### config.mk
export PLATFORM = sky130hd
export DESIGN_NAME = result_source
export DESIGN_NICKNAME = d
export VERILOG_FILES = /design/src/rtl/result_source_pkg.sv /design/src/rtl/sat_counter.sv /design/src/rtl/result_source.sv
export SDC_FILE = /design/constraint.sdc
export NUM_CORES = 1
export LEC_CHECK = 0
export BUFFER_PORTS_ARGS = -buffer_cell sky130_fd_sc_hd__buf_2
export CAP_MARGIN = 10
export CORE_MARGIN = 1
export CORE_UTILIZATION = 49
export DETAILED_ROUTE_END_ITERATION = 8
export PLACE_DENSITY = 0.86
export SKIP_CTS_REPAIR_TIMING = 1
export SYNTH_ARGS = -nofsm -noshare
export SYNTH_HDL_FRONTEND = slang
export SYNTH_SLANG_ARGS = --single-unit
### constraint.sdc
create_clock -name clk -period 1.65 [get_ports clk]
set_input_delay 0.33 -clock clk [delete_from_list [all_inputs] [get_ports clk]]
set_output_delay 0.33 -clock clk [all_outputs]
set_load 0.03 [all_outputs]
### src/rtl/result_source_pkg.sv
// Shared encodings and constants for the result/guess stream source.
// The LFSR constants are only used when RESULT_SOURCE_LFSR_RUN_EN is defined.
package result_source_pkg;

    localparam int DEF_RUN_W = 4;
    localparam int DEF_CNT_W = 8;

    typedef enum logic [1:0] {
        ST_IDLE = 2'd0,
        ST_LOW  = 2'd1,
        ST_HIGH = 2'd2
    } state_t;

    localparam logic [7:0] LFSR_SEED = 8'hA5;
    // Fibonacci taps 8,6,5,4 expressed as bit positions 7,5,4,3
    localparam logic [7:0] LFSR_TAPS = 8'b1011_1000;

    function automatic logic [7:0] lfsr_step(input logic [7:0] cur);
        return {cur[6:0], ^(cur & LFSR_TAPS)};
    endfunction

endpackage

### src/rtl/sat_counter.sv
// Saturating up-counter used for the hit and miss scores.
module sat_counter #(
    parameter int CNT_W = 8
) (
    input  logic             clk,
    input  logic             rst,
    input  logic             inc,
    output logic [CNT_W-1:0] value,
    output logic             at_max
);

    assign at_max = &value;

    always_ff @(posedge clk or posedge rst) begin
        if (rst) begin
            value <= '0;
        end else if (inc && !at_max) begin
            value <= value + 1'b1;
        end
    end

endmodule

### src/rtl/result_source.sv
// Alternating low/high result stream with programmable run lengths, scoring a predictor's guess.
// Define RESULT_SOURCE_LFSR_RUN_EN to take run lengths from an internal LFSR instead of the ports.
module result_source
    import result_source_pkg::*;
#(
    parameter int RUN_W = DEF_RUN_W,
    parameter int CNT_W = DEF_CNT_W
) (
    input  logic             clk,
    input  logic             rst,
    input  logic             en,
    input  logic [RUN_W-1:0] low_len,
    input  logic [RUN_W-1:0] high_len,
    input  logic             guess,
    output logic             result,
    output logic             run_start,
    output logic [CNT_W-1:0] hit_cnt,
    output logic [CNT_W-1:0] miss_cnt,
    output logic             sat
);

    localparam logic [CNT_W-1:0] ALMOST_MAX = {{(CNT_W-1){1'b1}}, 1'b0};

    state_t           state, state_next;
    logic [RUN_W-1:0] run_cnt, run_cnt_next;
    logic             result_next, run_start_next;
    logic             start_run;
    logic [RUN_W-1:0] low_src, high_src;
    logic             scoring, hit_inc, miss_inc, hit_at_max, miss_at_max;

    function automatic logic [RUN_W-1:0] len_m1(input logic [RUN_W-1:0] len);
        return (len == '0) ? '0 : len - 1'b1;
    endfunction

`ifdef RESULT_SOURCE_LFSR_RUN_EN
    logic [7:0] lfsr;
    logic       unused_len_ports;

    assign unused_len_ports = ^{low_len, high_len};
    assign low_src          = lfsr[RUN_W-1:0];
    assign high_src         = lfsr[RUN_W-1:0];

    // Advances once per run so each new run draws a fresh length
    always_ff @(posedge clk or posedge rst) begin
        if (rst) begin
            lfsr <= LFSR_SEED;
        end else if (start_run) begin
            lfsr <= lfsr_step(lfsr);
        end
    end
`else
    assign low_src  = low_len;
    assign high_src = high_len;
`endif

    always_ff @(posedge clk or posedge rst) begin
        if (rst) begin
            state     <= ST_IDLE;
            run_cnt   <= '0;
            result    <= 1'b0;
            run_start <= 1'b0;
            sat       <= 1'b0;
        end else begin
            state     <= state_next;
            run_cnt   <= run_cnt_next;
            result    <= result_next;
            run_start <= run_start_next;
            if ((hit_inc && hit_cnt == ALMOST_MAX) || (miss_inc && miss_cnt == ALMOST_MAX)) begin
                sat <= 1'b1;
            end
        end
    end

    always_comb begin
        state_next   = state;
        run_cnt_next = run_cnt;
        start_run    = 1'b0;
        if (en) begin
            case (state)
                ST_IDLE: begin
                    state_next   = ST_LOW;
                    run_cnt_next = len_m1(low_src);
                    start_run    = 1'b1;
                end
                ST_LOW, ST_HIGH: begin
                    if (run_cnt != '0) begin
                        run_cnt_next = run_cnt - 1'b1;
                    end else begin
                        state_next   = (state == ST_LOW) ? ST_HIGH : ST_LOW;
                        run_cnt_next = (state == ST_LOW) ? len_m1(high_src) : len_m1(low_src);
                        start_run    = 1'b1;
                    end
                end
                default: begin
                    state_next   = ST_IDLE;
                    run_cnt_next = '0;
                end
            endcase
        end
    end

    // The stream bit is simply the phase of the upcoming state
    always_comb begin
        result_next    = (state_next == ST_HIGH);
        run_start_next = start_run;
    end

    assign scoring  = en && (state == ST_LOW || state == ST_HIGH);
    assign hit_inc  = scoring && (guess == result) && !hit_at_max;
    assign miss_inc = scoring && (guess != result) && !miss_at_max;

    sat_counter #(.CNT_W(CNT_W)) u_hit_counter (
        .clk    (clk),
        .rst    (rst),
        .inc    (hit_inc),
        .value  (hit_cnt),
        .at_max (hit_at_max)
    );

    sat_counter #(.CNT_W(CNT_W)) u_miss_counter (
        .clk    (clk),
        .rst    (rst),
        .inc    (miss_inc),
        .value  (miss_cnt),
        .at_max (miss_at_max)
    );

endmodule
==> results by group <==
Logic synthesis
  – Dominant synthesized flop cell: dfrtp_1
  – Post-Synthesis Cells: 162
  – Synth Area per Inst: 10.0 µm²
  – Post-synthesis register bit count: 25
  – Yosys top cell by area: dfrtp_1
  – Post-synthesis async set-or-reset flop share: 100%
  – Synthesized area: 1630 µm²
  – Post-synth EDFFs: 0
  – Post-synth top area share: 38.5%
  – Top-count cell post-synth: dfrtp_1
  – Commonest cells in the synthesized netlist: dfrtp_1 (25), inv_1 (17), ha_1 (10)
  – Register area share after synthesis: 38.5%
  – Synth top area cells: dfrtp_1 (38%), ha_1 (7.7%), inv_1 (3.9%), xor2_1 (3.8%), a2111oi_4 (3.4%)
  – Synth Warn #: 0
  – Cell variety after synth: 45
  – Syn Nets: 184

STA
  – Slew headroom: 69.6%
  – Setup Skew: 0.00361 ns
  – Worst Tran Pin Value: 0.450 ns
  – Fmax: 622 MHz
  – Final Max Tran Viols: 0
  – Final hold vios: 0
  – Final-report setup violation count: 0
  – Hold WS: 0.0231 ns
  – Minimum clock period: 1.61 ns
  – Total negative slack: 0 ns
  – Final period util: 97.5%

Clock tree
  – CTS tree: yes
  – Clk Latency, worst-skew pair: 0.33 ns
  – Root Driver: clkbuf_4
  – H-tree depth: 1
  – CTS buffer count: 3
  – Clk buf depth: 2
  – Clock sinks: 25
  – Clk pin slew, worst setup/hold paths: 0.14 ns

Finish
  – Layout cells sized above 1: 36.5%
  – Area Overhead vs Synth: 24.4%
  – Ant diodes: 0
  – FF+latch area: 626 µm²
  – # fillers: 283
  – Multi-input gate area: 985 µm²
  – Layout Nets: 231

Floorplan
  – Initial Util: 52.4%
  – Die ar.: 3550 µm²
  – IO Count: 31
  – Core Area: 3100 µm²
  – Die Wd: 59.6 µm
  – Rows: 20
  – DIE HEIGHT: 59.6 µm

Worst setup path
  – WS Path Type: reg -> reg
  – CP startpoint kind: flip-flop
  – Crit path capture type: flip-flop
  – Worst Path Arrival: 1.84 ns
  – Worst-path maximum fanout: 6
  – Worst Path Required: 1.88 ns

Route
  – ANT nets after route: 0
  – Initial DRC count: 57
  – Detailed Routing Iterations Pass 1: 4
  – Routed wire length: 3.42 mm
  – Routed vias: 1406
  – DR WL/cell: 13.6 µm
  – Drc violations: 0
  – Vias per cell: 5.58

Global routing
  – Tot GR Track Use: 20.5%
  – First-pass GRT wire length: 5.44 mm
  – Total gr overflow: 0
  – Vias in the first global route: 1245
  – Pin count of the biggest net entering global routing: 26
  – Initial antenna violation count: 0

Place
  – Placer Congestion: 0.948
  – Detail Placement HPWL: 2.52 mm
  – Buffers on Ports: 30

Pwr
  – Reg power frac: 30.2%
  – Clock Power Share: 8.1%
  – Switching part of the total: 47.0%
  – Logic pwr share: 61.7%
  – Switch Pwr: 1.68 mW
  – Max IR drop VDD: 1.10 mV
  – Internal power: 1.90 mW
  – P per Cell Area: 1770 nW/µm²
  – P_leak: 0.971 nW

Job
  – Max-Cap Viols: 0

Outcome
  – Status: complete, no violations

Worst hold path
  – Worst hold path type: in -> async
==> through the flow <==
stage / std cells / total power [mW] / utilization [%] / instance area, µm² / setup WS, ns
2_1_floorplan: 162 / 2.49 / - / 1640 / 0.0164
3_3_place_gp: 247 / 3.07 / 62.3 / 1930 / 0.0846
3_5_place_dp: 247 / 3.12 / 62.3 / 1930 / 0.0140
4_1_cts: 251 / 3.41 / 63.2 / 1960 / -0.0190
5_1_grt: 252 / 3.86 / 65.2 / 2020 / -0.0244
6_report: 252 / 3.59 / 65.2 / 2020 / 0.0415
==> cells in the final DEF, fill, tap and decap left out, types with 3 or more instances in the layout <==
master / instances
buf_2: 30
dfrtp_1: 25
buf_4: 15
inv_1: 14
nor2_1: 9
nand2_1: 8
nand3_1: 7
xor2_1: 7
ha_1: 7
xnor2_1: 6
mux2i_1: 5
nand3b_1: 4
nor3_1: 4
nand4_1: 3
nand2b_1: 3
o21ai_0: 3
a31o_2: 3
inv_2: 3
a21oi_1: 3
clkbuf_4: 3
==> cell families after synthesis <==
family,share of synthesized area (%)
AOI/OAI and AO/OA,14.9
xor gates and xnor gates,7.01
adders and majority gates,7.70
buffers and inverters,5.08
DFF,38.5
muxes,4.46
and+or+nand+nor,22.4
==> flip-flops by register name (all words and copies together), names as in the netlist <==
| name | cells |
|---|---|
| sat | 1 |
| u_hit_counter.value | 8 |
| state | 2 |
| run_start | 1 |
| run_cnt | 4 |
| u_miss_counter.value | 8 |
| result | 1 |
==> layout make-up <==
cell class	count	area share (%)
repair buffers	45	13.0
clock buffers	3	1.11
well taps	44	2.72
inverters	17	3.16
flip-flops and latches	25	30.9
multi-input cells	117	48.7
clock inverters	1	0.371
==> power groups by stage <==
stage                     registers (mW)  logic, mW  clock network (mW)
after floorplan                     1.36       1.13                   0
after global placement              1.07       2.01                   0
after detailed placement            1.08       2.04                   0
after CTS                           1.06       2.05               0.297
after global routing                1.12       2.42               0.318
final                               1.08       2.21               0.291
==> worst max-delay path, stage by stage, from the launching register on <==
cell	delay (ns)
dfrtp_1	0.40
inv_2	0.06
ha_4	0.29
nand2_2	0.10
nor3_2	0.15
and3_1	0.18
mux2_2	0.32
==> layer usage <==
layer / global-route usage [%] / vias up / part of all wire (%)
li1: - / 680 / -
met1: 27.5 / 683 / 45
met2: 33.4 / 36 / 50
met3: 2.40 / 7 / 3.7
met4: 8.64 / 0 / 1.7
met5: 0 / - / 0
==> path summary, 6_finish.rpt <==
path,to,slack (ns),cells after the start,from
max in group asynchronous,u_hit_counter.value[1],1.39,3,rst
min in group clk,state[0],0.34,2,en
max,u_hit_counter.value[7],0.04,6,state[1]
max reg2reg,u_hit_counter.value[7],0.04,6,state[1]
min,u_miss_counter.value[3],0.02,3,rst
min reg2reg,sat,0.50,1,sat
Power figures use the tool's default switching activity.
